--- src/rtl/fifo_pkg.sv ---
// Shared constants and helpers for the synchronous FIFO family.
// Latency: none (compile-time only).
// Backpressure: not applicable.
package fifo_pkg;

  // Default almost-empty level and distance of almost-full from DEPTH.
  localparam int AE_LVL_DEF = 2;
  localparam int AF_OFS_DEF = 2;

  // Smallest r with (1 << r) >= n; used for address and count widths.
  function automatic int clog2(input int n);
    int r;
    r = 0;
    for (int i = 0; i < 31; i++) begin
      if ((1 << i) < n) r = i + 1;
    end
    return r;
  endfunction

  // True when n is a positive power of two.
  function automatic bit is_pow2(input int n);
    return (n > 0) && ((n & (n - 1)) == 0);
  endfunction

endpackage

--- src/rtl/fifo_mem.sv ---
// FIFO storage: WIDTH x DEPTH array, one synchronous write port, one asynchronous read port.
// Latency: write visible on the read port after the write edge; read is combinational.
// Backpressure: none; the caller decides when a write is allowed. Contents are never reset.
module fifo_mem
  import fifo_pkg::*;
#(
  parameter int WIDTH = 8,
  parameter int DEPTH = 16,
  parameter int AW    = clog2(DEPTH)
) (
  input  logic             ck,
  input  logic             we_i,
  input  logic [AW-1:0]    waddr_i,
  input  logic [WIDTH-1:0] wdata_i,
  input  logic [AW-1:0]    raddr_i,
  output logic [WIDTH-1:0] rdata_o
);

  logic [WIDTH-1:0] mem_q [DEPTH];

  // Store the write word; storage is deliberately left out of reset.
  always_ff @(posedge ck) begin
    if (we_i) mem_q[waddr_i] <= wdata_i;
  end

  assign rdata_o = mem_q[raddr_i];

endmodule

--- src/rtl/sync_fifo_p.sv ---
// Synchronous FIFO with registered flags, count, sticky overflow/underflow and optional FWFT.
// Latency: FWFT=0 data one edge after an accepted Ren; FWFT=1 head word shown once Fempty drops.
// Backpressure: writes rejected while full unless a read is accepted in the same cycle (Ovf sticks).
module sync_fifo_p
  import fifo_pkg::*;
#(
  parameter int WIDTH  = 8,
  parameter int DEPTH  = 16,
  parameter int AF_LVL = DEPTH - AF_OFS_DEF,
  parameter int AE_LVL = AE_LVL_DEF,
  parameter int FWFT   = 0
) (
  input  logic                  ck,
  input  logic                  rst,
  input  logic [WIDTH-1:0]      Din,
  input  logic                  Wen,
  input  logic                  Ren,
  output logic [WIDTH-1:0]      Dout,
  output logic                  Fempty,
  output logic                  Ffull,
  output logic                  Falmost,
  output logic                  Ealmost,
  output logic [clog2(DEPTH):0] Count,
  output logic                  Ovf,
  output logic                  Udf
);

  localparam int AW = clog2(DEPTH);
  localparam int CW = AW + 1;

  // Thresholds sized to the count so comparisons stay width-matched.
  localparam logic [CW-1:0] AF_C = CW'(AF_LVL);
  localparam logic [CW-1:0] AE_C = CW'(AE_LVL);
  localparam logic [CW-1:0] ONE  = CW'(1);

  // Parameter sanity: reject illegal geometries at elaboration time.
  if (!is_pow2(DEPTH) || DEPTH < 4 || DEPTH > 1024) begin : g_bad_depth
    $error("sync_fifo_p: DEPTH must be a power of two in 4..1024");
  end
  if (AE_LVL >= AF_LVL) begin : g_bad_levels
    $error("sync_fifo_p: AE_LVL must be below AF_LVL");
  end
  if (WIDTH < 1 || WIDTH > 64) begin : g_bad_width
    $error("sync_fifo_p: WIDTH must be in 1..64");
  end

  // Pointers carry an extra wrap bit above the address bits.
  logic [CW-1:0] wptr_q, wptr_d;
  logic [CW-1:0] rptr_q, rptr_d;
  logic [CW-1:0] count_q, count_d;

  logic empty_q, empty_d;
  logic full_q,  full_d;
  logic af_q,    af_d;
  logic ae_q,    ae_d;
  logic ovf_q,   ovf_d;
  logic udf_q,   udf_d;

  logic             rd_acc;
  logic             wr_acc;
  logic             mem_we;
  logic [WIDTH-1:0] rd_dat;

  // Handshake decode: a read needs a stored word; a write needs room or a same-cycle read.
  always_comb begin
    rd_acc = Ren && !empty_q;
    wr_acc = Wen && (!full_q || rd_acc);
    mem_we = wr_acc && rst;
  end

  // Next-state for pointers, count, flags and sticky errors, all derived from registered state.
  always_comb begin
    wptr_d  = wr_acc ? (wptr_q + ONE) : wptr_q;
    rptr_d  = rd_acc ? (rptr_q + ONE) : rptr_q;

    count_d = count_q;
    case ({wr_acc, rd_acc})
      2'b10:   count_d = count_q + ONE;
      2'b01:   count_d = count_q - ONE;
      default: count_d = count_q;
    endcase

    // Full: same address, opposite lap. Empty: identical pointers.
    full_d  = (wptr_d[AW-1:0] == rptr_d[AW-1:0]) && (wptr_d[AW] != rptr_d[AW]);
    empty_d = (wptr_d == rptr_d);
    af_d    = (count_d >= AF_C);
    ae_d    = (count_d <= AE_C);

    ovf_d   = ovf_q || (Wen && !wr_acc);
    udf_d   = udf_q || (Ren && empty_q);
  end

  // Control state register; reset overrides any request in the same cycle.
  always_ff @(posedge ck) begin
    if (!rst) begin
      wptr_q  <= '0;
      rptr_q  <= '0;
      count_q <= '0;
      empty_q <= 1'b1;
      full_q  <= 1'b0;
      af_q    <= 1'b0;
      ae_q    <= 1'b1;
      ovf_q   <= 1'b0;
      udf_q   <= 1'b0;
    end else begin
      wptr_q  <= wptr_d;
      rptr_q  <= rptr_d;
      count_q <= count_d;
      empty_q <= empty_d;
      full_q  <= full_d;
      af_q    <= af_d;
      ae_q    <= ae_d;
      ovf_q   <= ovf_d;
      udf_q   <= udf_d;
    end
  end

  fifo_mem #(
    .WIDTH (WIDTH),
    .DEPTH (DEPTH),
    .AW    (AW)
  ) u_mem (
    .ck      (ck),
    .we_i    (mem_we),
    .waddr_i (wptr_q[AW-1:0]),
    .wdata_i (Din),
    .raddr_i (rptr_q[AW-1:0]),
    .rdata_o (rd_dat)
  );

  if (FWFT == 0) begin : g_reg_out
    logic [WIDTH-1:0] dout_q;

    // Registered read: capture the head word on the edge that pops it, hold otherwise.
    always_ff @(posedge ck) begin
      if (!rst)        dout_q <= '0;
      else if (rd_acc) dout_q <= rd_dat;
    end

    assign Dout = dout_q;
  end else begin : g_fwft
    // Head word falls straight through; forced to zero while nothing is readable.
    assign Dout = empty_q ? '0 : rd_dat;
  end

  assign Fempty  = empty_q;
  assign Ffull   = full_q;
  assign Falmost = af_q;
  assign Ealmost = ae_q;
  assign Count   = count_q;
  assign Ovf     = ovf_q;
  assign Udf     = udf_q;

endmodule

--- config.mk ---
export PLATFORM = sky130hd
export DESIGN_NAME = sync_fifo_p
export DESIGN_NICKNAME = d
export VERILOG_FILES = /design/src/rtl/fifo_pkg.sv /design/src/rtl/fifo_mem.sv /design/src/rtl/sync_fifo_p.sv
export SDC_FILE = /design/constraint.sdc
export NUM_CORES = 1
export LEC_CHECK = 0
export ABC_AREA = 1
export BUFFER_PORTS_ARGS = -buffer_cell sky130_fd_sc_hd__buf_2
export CELL_PAD_IN_SITES_DETAIL_PLACEMENT = 0
export CELL_PAD_IN_SITES_GLOBAL_PLACEMENT = 1
export CORE_ASPECT_RATIO = 1.75
export CORE_UTILIZATION = 40
export DETAILED_ROUTE_END_ITERATION = 6
export PLACE_DENSITY_LB_ADDON = 0.1
export SLEW_MARGIN = 20
export SYNTH_ARGS = -nofsm -noshare
export SYNTH_HDL_FRONTEND = slang
export SYNTH_SLANG_ARGS = --single-unit
--- constraint.sdc ---
create_clock -name ck -period 3.58 [get_ports ck]
set_input_delay 0.179 -clock ck [delete_from_list [all_inputs] [get_ports ck]]
set_output_delay 0.179 -clock ck [all_outputs]
set_load 0.005 [all_outputs]
==> metrics.txt, run 1 <==
status=completed; most common cell in the netlist=edfxtp_1; crit-path max cell delay=0.42 ns; area fraction of the dominant cell type after synthesis=between 50% and 60%; CTS-repair resized insts=0; Final Critical Period=2.33 ns; required time worst endpoint=3.89 ns; setup bufs post-CTS=0; Cell Chain, Critical Path=inv_2 -> nand2_4 -> nand2_4 -> nand2_4 -> ha_1 -> nor2_1 -> nor2_1 -> ha_1 -> inv_1 -> nand2_1 -> inv_1 -> nand2_1 -> nand2_1 -> o21ai_0 -> a21oi_1 -> nand2_1 -> nor2_1; Post-synth EDFFs=~130; # H-tree levels=4; clock latency on the worst-skew pair=0.42 ns; Synth Flop Type=edfxtp_1; synthesized area=around 0.0067 mm^2; Finished Core Util=between 40% and 50%; CTS Buffer Depth=2; drt first pass iters=5; die area=0.0173 mm^2; Max transition margin=between 30% and 40%; Clock transition at path regs=approximately 0.060 ns; Area contributors post-synth=edfxtp_1, dfxtp_1, nand2_1; starting density of the core=40.8%; crit path kind=flop to flop; gr ovfl total=0; Worst Slack Setup Final=between 1 and 1.5 ns; final setup fails=0; DP Cell Count=~880; HPWL after DPL=~11000 um; P_leak=about 2.9 nW; endpoint type of the worst setup path=flop; final-report max-slew violation count=0; fraction of final layout cells sized beyond drive strength 1=~14%; core area=0.0164 mm^2; count of input and output buffers=30; GR Util met1=23.2%; # IOs=31; CTS tree=yes; skew final=approximately 0.013 ns; top cells by count, synth=edfxtp_1, nand2_1, nor2_1; vias in the first global route=~4.6k; most frequent cell on the critical path=nand2_1; routed wire length=approximately 17000 um; f_max=between 400 and 500 MHz; Worst Tran Pin Value=~0.96 ns; Crit-path slowest cell=dfxtp_1; final net count=approximately 700; GRT Util Overall=20.8%; Setup crit start kind=flop; drt first-iter violations=~220; GRT met3 Usage=approximately 3.5%; Finished Layout Cells=between 900 and 1k; root buffer cell=clkbuf_16; DRC Markers=0; number of distinct library cells after synthesis=28; DP Worst Slack=1.18 ns; Routed Antenna Nets=0; post-synth top area cell=edfxtp_1; RSZ-0062 raised after global routing=no; GR Layer Usage met2=a little under two fifths; first-pass GRT wire length=between 20000 and 30000 um; TritonCTS Sinks=around 160; # diodes=0; Tcrit/Tclk final=65.2%; Hold Crit Class=primary input to flop; max-cap violation count=0; syn_nets=about 660; Area Overhead vs Synth=14.6%; Core Rows=just over 60; CP max FO=8; drt wl/cell=18.6 um; Final Hold Fails=0; hold_buf cts=0; syn avg cell area=~10 um^2; CTS Buf Count=17; setup TNS=0 ns; RD Place Congestion=about 0.83; Via-to-Cell Ratio=~5.1; Hold WS=between 0.09 and 0.1 ns; critical path data arrival time=2.64 ns; VDD IR max=347 uV; antenna violations before repair=0; ys async rst share=0%; yosys warns=0; register area share after synthesis=65.9%; Synth Register Bits=157; Most Used Layer, Global Route=met2; Vias=about 4.7k; die width=around 100 um; largest net degree at the start of global routing=53; Cells after Synth=~640; PD cells=~550 mW/mm^2; Die H=approximately 170 um
## final timing paths
kind | to | from | depth (start not counted) | slack (ns)
setup / recovery | Ealmost | Fempty | 17 | 1.25
hold / removal | Ovf | Wen | 3 | 0.09
setup reg to reg | Ealmost | Fempty | 17 | 1.25
hold reg to reg | Ovf | Ovf | 2 | 0.45
## report_power, final
group / total [mW] / internal [mW] / switching [mW]
combinational: 0.359 / 0.113 / 0.245
clock: 1.83 / 1.10 / 0.732
sequential: 2.05 / 2.01 / 0.0350
## cell families after synthesis
logic type	count (synthesis)	synth area share [%]
simple gates	298	18.6
flops	157	65.9
compound gates	109	8.92
buf+inv	66	4.56
fa+ha+maj	8	1.49
xor+xnor	3	0.391
mux	1	0.149
## critical path, delay by kind of cell, from the launching register on
kind | cells | cell delay (ns)
simple gates | 10 | 0.85
fa+ha+maj | 2 | 0.42
buf+inv | 3 | 0.17
flops | 1 | 0.42
compound gates | 2 | 0.36
## registers in the layout, summed over array words and instances, names as in the netlist
name	count
Count	5
Dout	8
Ealmost	1
Falmost	1
Fempty	1
Ffull	1
Ovf	1
Udf	1
rptr_q	5
u_mem.mem_q	128
wptr_q	5
## final cells by class
cell class | count | area (um^2)
fillers | 1607 | 8750
multi-input cells | 419 | 1980
clock buffers | 18 | 429
inverters | 37 | 139
clock inverters | 14 | 169
flip-flops and latches | 157 | 4430
well taps | 224 | 280
repair buffers | 46 | 270
## cells in the final DEF (no fill, tap or decap), types with 4 or more instances in the layout
master,Yosys,routed
inv_1,32,31
o21ai_1,15,15
buf_2,11,30
ha_1,8,8
nor2_1,110,110
nand4_1,5,5
inv_2,3,4
nand2_2,6,6
edfxtp_1,128,128
o21ai_0,54,54
o211ai_1,16,16
buf_4,2,16
nor3_1,4,4
nand2_1,121,121
a21oi_1,21,21
nand3_1,46,46
dfxtp_1,29,27
clkinv_4,0,4
clkbuf_16,0,17
## routing by layer
metal	wire length [um]	share of wire, %
met1	6740	40
met2	9400	55
met3	413	2.4
met4	426	2.5
met5	0	0
## metrics by stage
step | total power [mW] | instance area, um^2
global placement | 2.45 | 7100
floorplan | 2.31 | 6720
finish | 4.24 | 7700
global route | 4.39 | 7700
detailed placement | 2.45 | 7100
CTS | 4.27 | 7700
Note: power is estimated with default switching activity, not from simulation.
==> run 2, diff against run 1 <==
==> constraint.sdc (replaced) <==
create_clock -name ck -period 2 [get_ports ck]
set_input_delay 0.1 -clock ck [delete_from_list [all_inputs] [get_ports ck]]
set_output_delay 0.1 -clock ck [all_outputs]
set_load 0.005 [all_outputs]
==> metrics.txt, run 2 (same netlist as run 1, synthesis figures left out) <==
VDD IR max=639 uV (+84%); skew final=0.00895 ns (-0.00361 ns); Clock transition at path regs=0.07 ns (about the same); Vias=4701 (-0.11%); drt first-iter violations=274 (+25%); antenna violations before repair=0 (unchanged); drt first pass iters=5 (unchanged); Final Cell Area=0.00800 mm^2 (+4.0%); crit-path max cell delay=0.57 ns (+0.15 ns); largest net degree at the start of global routing=66 (+25%); Finished Core Util=48.7% (+1.9 points); clock latency on the worst-skew pair=0.42 ns (about the same); Via-to-Cell Ratio=5.02 (-2.3%); Area Overhead vs Synth=19.2%; placed cell areas=0.00725 mm^2 (+2.1%); Most flops, register=u_mem.mem_q; TritonCTS Sinks=157 (unchanged); Power Internal=5.88 mW (+82%); Worst Slack Setup Final=0.129 ns (-1.12 ns); endpoint type of the worst setup path=flop; critical path data arrival time=2.19 ns (-0.45 ns); Logic pwr share=9.6% (+1.1 points); max-cap violation count=0 (unchanged); P_leak=3.02 nW (+4.9%); CTS Buffer Depth=2 (unchanged); DRC Markers=0 (unchanged); count of input and output buffers=30 (unchanged); Worst Tran Pin Value=0.541 ns (-0.417 ns); CTS Buf Count=17 (unchanged); final-report max-slew violation count=0 (unchanged); total power=7.71 mW (+82%); Sw Share=23.8% (-0.056 points); commonest non-fill, non-tap cell in the layout=edfxtp_1; Sw Pwr=1.84 mW (+82%); origin of the critical flop-to-flop path=Fempty; Worst Reg2Reg Path Length in Cells=17 (unchanged); min-delay src=rst; drt wl/cell=18.1 um (-2.7%); starting density of the core=40.8% (unchanged); routed wire length=16900 um (-0.46%); GRT Util Overall=20.9% (+0.19 points); Tcrit/Tclk final=between 90 and 100%; HPWL after DPL=11300 um (about the same); Final Critical Period=~1.9 ns; Hold Path Cell Cnt=3 (unchanged); Crit-path slowest cell=dlygate4sd3_1; Routed Antenna Nets=0 (unchanged); fraction of final layout cells sized beyond drive strength 1=19.0% (+4.9 points); required time worst endpoint=2.32 ns (-1.57 ns); root buffer cell=clkbuf_16; DP Worst Slack=0.0210 ns (-1.16 ns); DP Cell Count=898 (+1.7%); Max transition margin=63.9% (+28 points); Setup crit start kind=primary input; crit path kind=primary input to flop; f_max=between 500 and 600 MHz; Core Rows=62 (unchanged); Die H=173 um (unchanged); gr ovfl total=0 (unchanged); WHS Endpoint=Fempty; PD cells=964 mW/mm^2 (+75%); Cell Chain, Critical Path=dlygate4sd3_1 -> buf_4 -> nand2_4 -> nand2_4 -> nand2_4 -> buf_4 -> ha_2 -> xor2_1 -> nor3_1 -> a21oi_2 -> nand2_1 -> nor2_1; sequential group share of total power=47.4% (-0.9 points); CTS tree=yes; die width=99.9 um (unchanged); RD Place Congestion=0.801 (-4.0%); die area=0.0173 mm^2 (unchanged); final setup fails=0 (unchanged); # IOs=31 (unchanged); final net count=719 (+3.0%); # diodes=0 (unchanged); core area=0.0164 mm^2 (unchanged); Hold Crit Class=primary input to flop; commonest cells after routing, fill and taps aside=edfxtp_1, nand2_1, nor2_1, o21ai_0, nand3_1; R2R setup slack=0.13 ns (-1.12 ns); Final Hold Fails=0 (unchanged); share of total power in the clock network=43.0% (-0.2 points); vias in the first global route=4640 (+0.22%); # H-tree levels=4 (unchanged); status=completed; reg-to-reg critical path endpoint=Falmost; number of flip-flops in the largest register=128 (unchanged); first-pass GRT wire length=26200 um (+0.80%); CP max FO=7 (-1); Finished Layout Cells=936 (+2.3%); most frequent cell on the critical path=nand2_4
[run 2: power by group through the flow]
stage | sequential (mW) | combinational (mW) | clock, mW
final | 3.65 | 0.741 | 3.32
after global routing | 3.66 | 0.837 | 3.50
after CTS | 3.65 | 0.709 | 3.37
after detailed placement | 3.72 | 0.703 | 0
after global placement | 3.72 | 0.696 | 0
after floorplan | 3.71 | 0.436 | 0
[run 2: worst max-delay path by stage]
| stage | start | endpoint | slack (ns) | depth (start not counted) |
|---|---|---|---|---|
| finish | Ren | Ealmost | 0.13 | 12 |
| global route | Fempty | Ealmost | -0.006 | 18 |
| CTS | Fempty | Ealmost | 0.008 | 18 |
| detailed placement | Fempty | Ealmost | 0.02 | 18 |
| global placement | Fempty | Ealmost | 0.07 | 18 |
| floorplan | Fempty | Ealmost | 0.02 | 16 |
[run 2: layout make-up]
class,count,area (um^2)
Timing Repair Buffer,67,473
Clock inverter,9,90.1
Multi-Input combinational cell,419,2060
Fill cell,1542,8440
Sequential cell,157,4430
Inverter,37,141
Clock buffer,23,532
Tap cell,224,280
[run 2: metrics by stage]
step	hold slack [ns]	TNS, ns
after global placement	0.424	0
after detailed placement	0.423	0
after floorplan	0.199	0
after global routing	0.0766	-0.00562
after CTS	0.0642	0
final	0.0785	0
[run 2: repair_timing]
| item | CTS | global route |
|---|---|---|
| resized for setup | 0 | 22 |
| setup endpoints to repair | 0 | 4 |
| hold buffers | 2 | 0 |
| setup buffers | 0 | 4 |
| endpoints found under the hold margin | 2 | 0 |
[run 2: layer usage]
| layer | vias up | GRT usage (%) | share of wire, % |
|---|---|---|---|
| met5 | - | 0 | 0 |
| met4 | 0 | 8.39 | 2.5 |
| met3 | 23 | 3.59 | 3.4 |
| met2 | 106 | 37.7 | 55 |
| met1 | 2258 | 24.2 | 39 |
| li1 | 2314 | - | - |
[run 2: worst max-delay path, delay by kind of cell]
family | cells | cell delay, ns
buffers and inverters | 3 | 0.90
AND/OR/NAND/NOR | 6 | 0.64
adder cells (fa/ha/maj) | 1 | 0.33
XOR/XNOR | 1 | 0.17
AO/OA/AOI/OAI | 1 | 0.05
==> run 3, diff against run 2 <==
--- a/config.mk
+++ b/config.mk
@@ -13,6 +13,7 @@
 export CORE_UTILIZATION = 40
 export DETAILED_ROUTE_END_ITERATION = 6
 export PLACE_DENSITY_LB_ADDON = 0.1
+export REMOVE_ABC_BUFFERS = 1
 export SLEW_MARGIN = 20
 export SYNTH_ARGS = -nofsm -noshare
 export SYNTH_HDL_FRONTEND = slang
==> constraint.sdc (replaced) <==
create_clock -name ck -period 1.9 [get_ports ck]
set_input_delay 0.095 -clock ck [delete_from_list [all_inputs] [get_ports ck]]
set_output_delay 0.095 -clock ck [all_outputs]
set_load 0.005 [all_outputs]
==> metrics.txt, run 3 (same netlist as run 1, synthesis figures left out) <==
drt first-iter violations=269 (-1.8%); CTS Buf Count=17 (unchanged); setup TNS=-0.0210 ns (-0.0210 ns); Hold Crit Class=primary input to flop; Die H=173 um (unchanged); failing checks=setup timing; DRC Markers=0 (unchanged); CTS Buffer Depth=2 (unchanged); Tcrit/Tclk final=101%; required time worst endpoint=2.22 ns (-0.10 ns); Core Rows=62 (unchanged); final-report max-slew violation count=0 (unchanged); # IOs=31 (unchanged); DP Worst Slack=-0.188 ns (-0.209 ns); VDD IR max=585 uV (-8.5%); Vias=4781 (+1.7%); f_max=roughly 520 MHz; vias in the first global route=4649 (+0.19%); Most flops, register=u_mem.mem_q; final net count=731 (+1.7%); Clock transition at path regs=0.07 ns (about the same); Finished Core Util=49.0% (+0.31 points); first-pass GRT wire length=24900 um (-4.8%); R2R setup slack=-0.02 ns (-0.15 ns); largest net degree at the start of global routing=37 (-44%); Worst Reg2Reg Path Length in Cells=19 (+2); GRT Util Overall=19.7% (-1.2 points); reg-to-reg critical path endpoint=Ealmost; HPWL after DPL=10600 um (-5.8%); gr ovfl total=0 (unchanged); P_leak=3.05 nW (+1.2%); CTS tree=yes; number of flip-flops in the largest register=128 (unchanged); Finished Layout Cells=948 (+1.3%); die width=99.9 um (unchanged); Setup crit start kind=flop; antenna violations before repair=0 (unchanged); Max transition margin=70.4% (+6.5 points); commonest cells after routing, fill and taps aside=edfxtp_1, nand2_1, nor2_1, o21ai_0, buf_4; Final Critical Period=about 1.9 ns; root buffer cell=clkbuf_16; PD cells=1010 mW/mm^2 (+4.7%); min-delay src=Wen; DP Cell Count=909 (+1.2%); routed wire length=16300 um (-3.4%); Via-to-Cell Ratio=5.04 (+0.41%); Hold Path Cell Cnt=3 (unchanged); commonest non-fill, non-tap cell in the layout=edfxtp_1; Worst Slack Setup Final=-0.0210 ns (-0.150 ns); critical path data arrival time=2.24 ns (+0.05 ns); Final Hold Fails=0 (unchanged); count of input and output buffers=30 (unchanged); WHS Endpoint=wptr_q[0]; endpoint type of the worst setup path=flop; final setup fails=1 (+1); die area=0.0173 mm^2 (unchanged); fraction of final layout cells sized beyond drive strength 1=20.2% (+1.2 points); # H-tree levels=4 (unchanged); clock latency on the worst-skew pair=0.42 ns (about the same); max-cap violation count=0 (unchanged); Worst Tran Pin Value=0.443 ns (-0.0979 ns); CP max FO=3 (-4); starting density of the core=40.8% (unchanged); core area=0.0164 mm^2 (unchanged); crit path kind=flop to flop; TritonCTS Sinks=157 (unchanged); # diodes=0 (unchanged); drt wl/cell=17.2 um (-4.6%); skew final=0.0126 ns (+0.00364 ns); RSZ-0062 raised after global routing=yes; status=finished with violations; Area Overhead vs Synth=20.0%; drt first pass iters=5 (unchanged); Hold WS=0.0564 ns (-0.0221 ns); Routed Antenna Nets=0 (unchanged); RD Place Congestion=0.764 (-4.6%); origin of the critical flop-to-flop path=Fempty
## run 3: changes by cell type in the layout (fill, tap and decap cells not counted), sizes merged
cell      change
inv           +3
clkinv        +1
buf          +12
bufinv        +1
clkbuf        -6
clkinvlp      +1
## run 3: report_power, final
group	switching, mW	internal [mW]
sequential	0.0597	3.79
clock	1.51	2.01
combinational	0.488	0.276
## run 3: worst max path at each step
stage / startpoint / endpoint / slack, ns / cells after the start
final: Fempty / Ealmost / -0.02 / 19
after CTS: Fempty / Ealmost / -0.02 / 18
after global routing: Fempty / Ealmost / -0.19 / 17
after detailed placement: Fempty / Ealmost / -0.19 / 18
after floorplan: rptr_q[0] / Fempty / -1.14 / 9
after global placement: Fempty / Ealmost / -0.12 / 18
## run 3: cell type report
type / count / area, um^2
inverters: 37 / 141
well taps: 224 / 280
repair buffers: 79 / 527
multi-input cells: 419 / 2060
flip-flops and latches: 157 / 4430
clock inverters: 15 / 195
fillers: 1528 / 8390
clock buffers: 17 / 425
## run 3: timing repair
item,CTS,global route
pin swaps,7,14
gates resized for setup,13,13
hold endpoints to repair,2,0
hold buffers,2,0
buffers inserted,2,3
setup endpoints to repair,4,133
## run 3: critical path: stages (launching register included)
cell and delay, ns:
dfxtp_4 0.37, inv_4 0.06, nand2_4 0.05, nand2_4 0.06
nand2_4 0.05, ha_4 0.17, nand2_2 0.06, inv_2 0.05
nor2_4 0.12, ha_4 0.13, inv_2 0.04, nand2_4 0.06
buf_6 0.10, nand3_2 0.06, nand2_1 0.08, nand3_1 0.06
nand2_1 0.09, inv_1 0.05, nor2_2 0.11, nor2_1 0.05
## run 3: metrics by stage
stage | total power [mW] | area [um^2]
global placement | 4.64 | 7300
floorplan | 4.32 | 6550
global route | 8.43 | 8060
finish | 8.13 | 8060
CTS | 8.18 | 7990
detailed placement | 4.65 | 7300
## run 3: routing by layer
layer	global-route usage [%]	share of wire (%)	up-vias
met2	35.3	53	100
met4	7.23	2.1	0
met1	22.8	41	2313
li1	-	-	2346
met5	0	0	-
met3	4.11	4.0	22
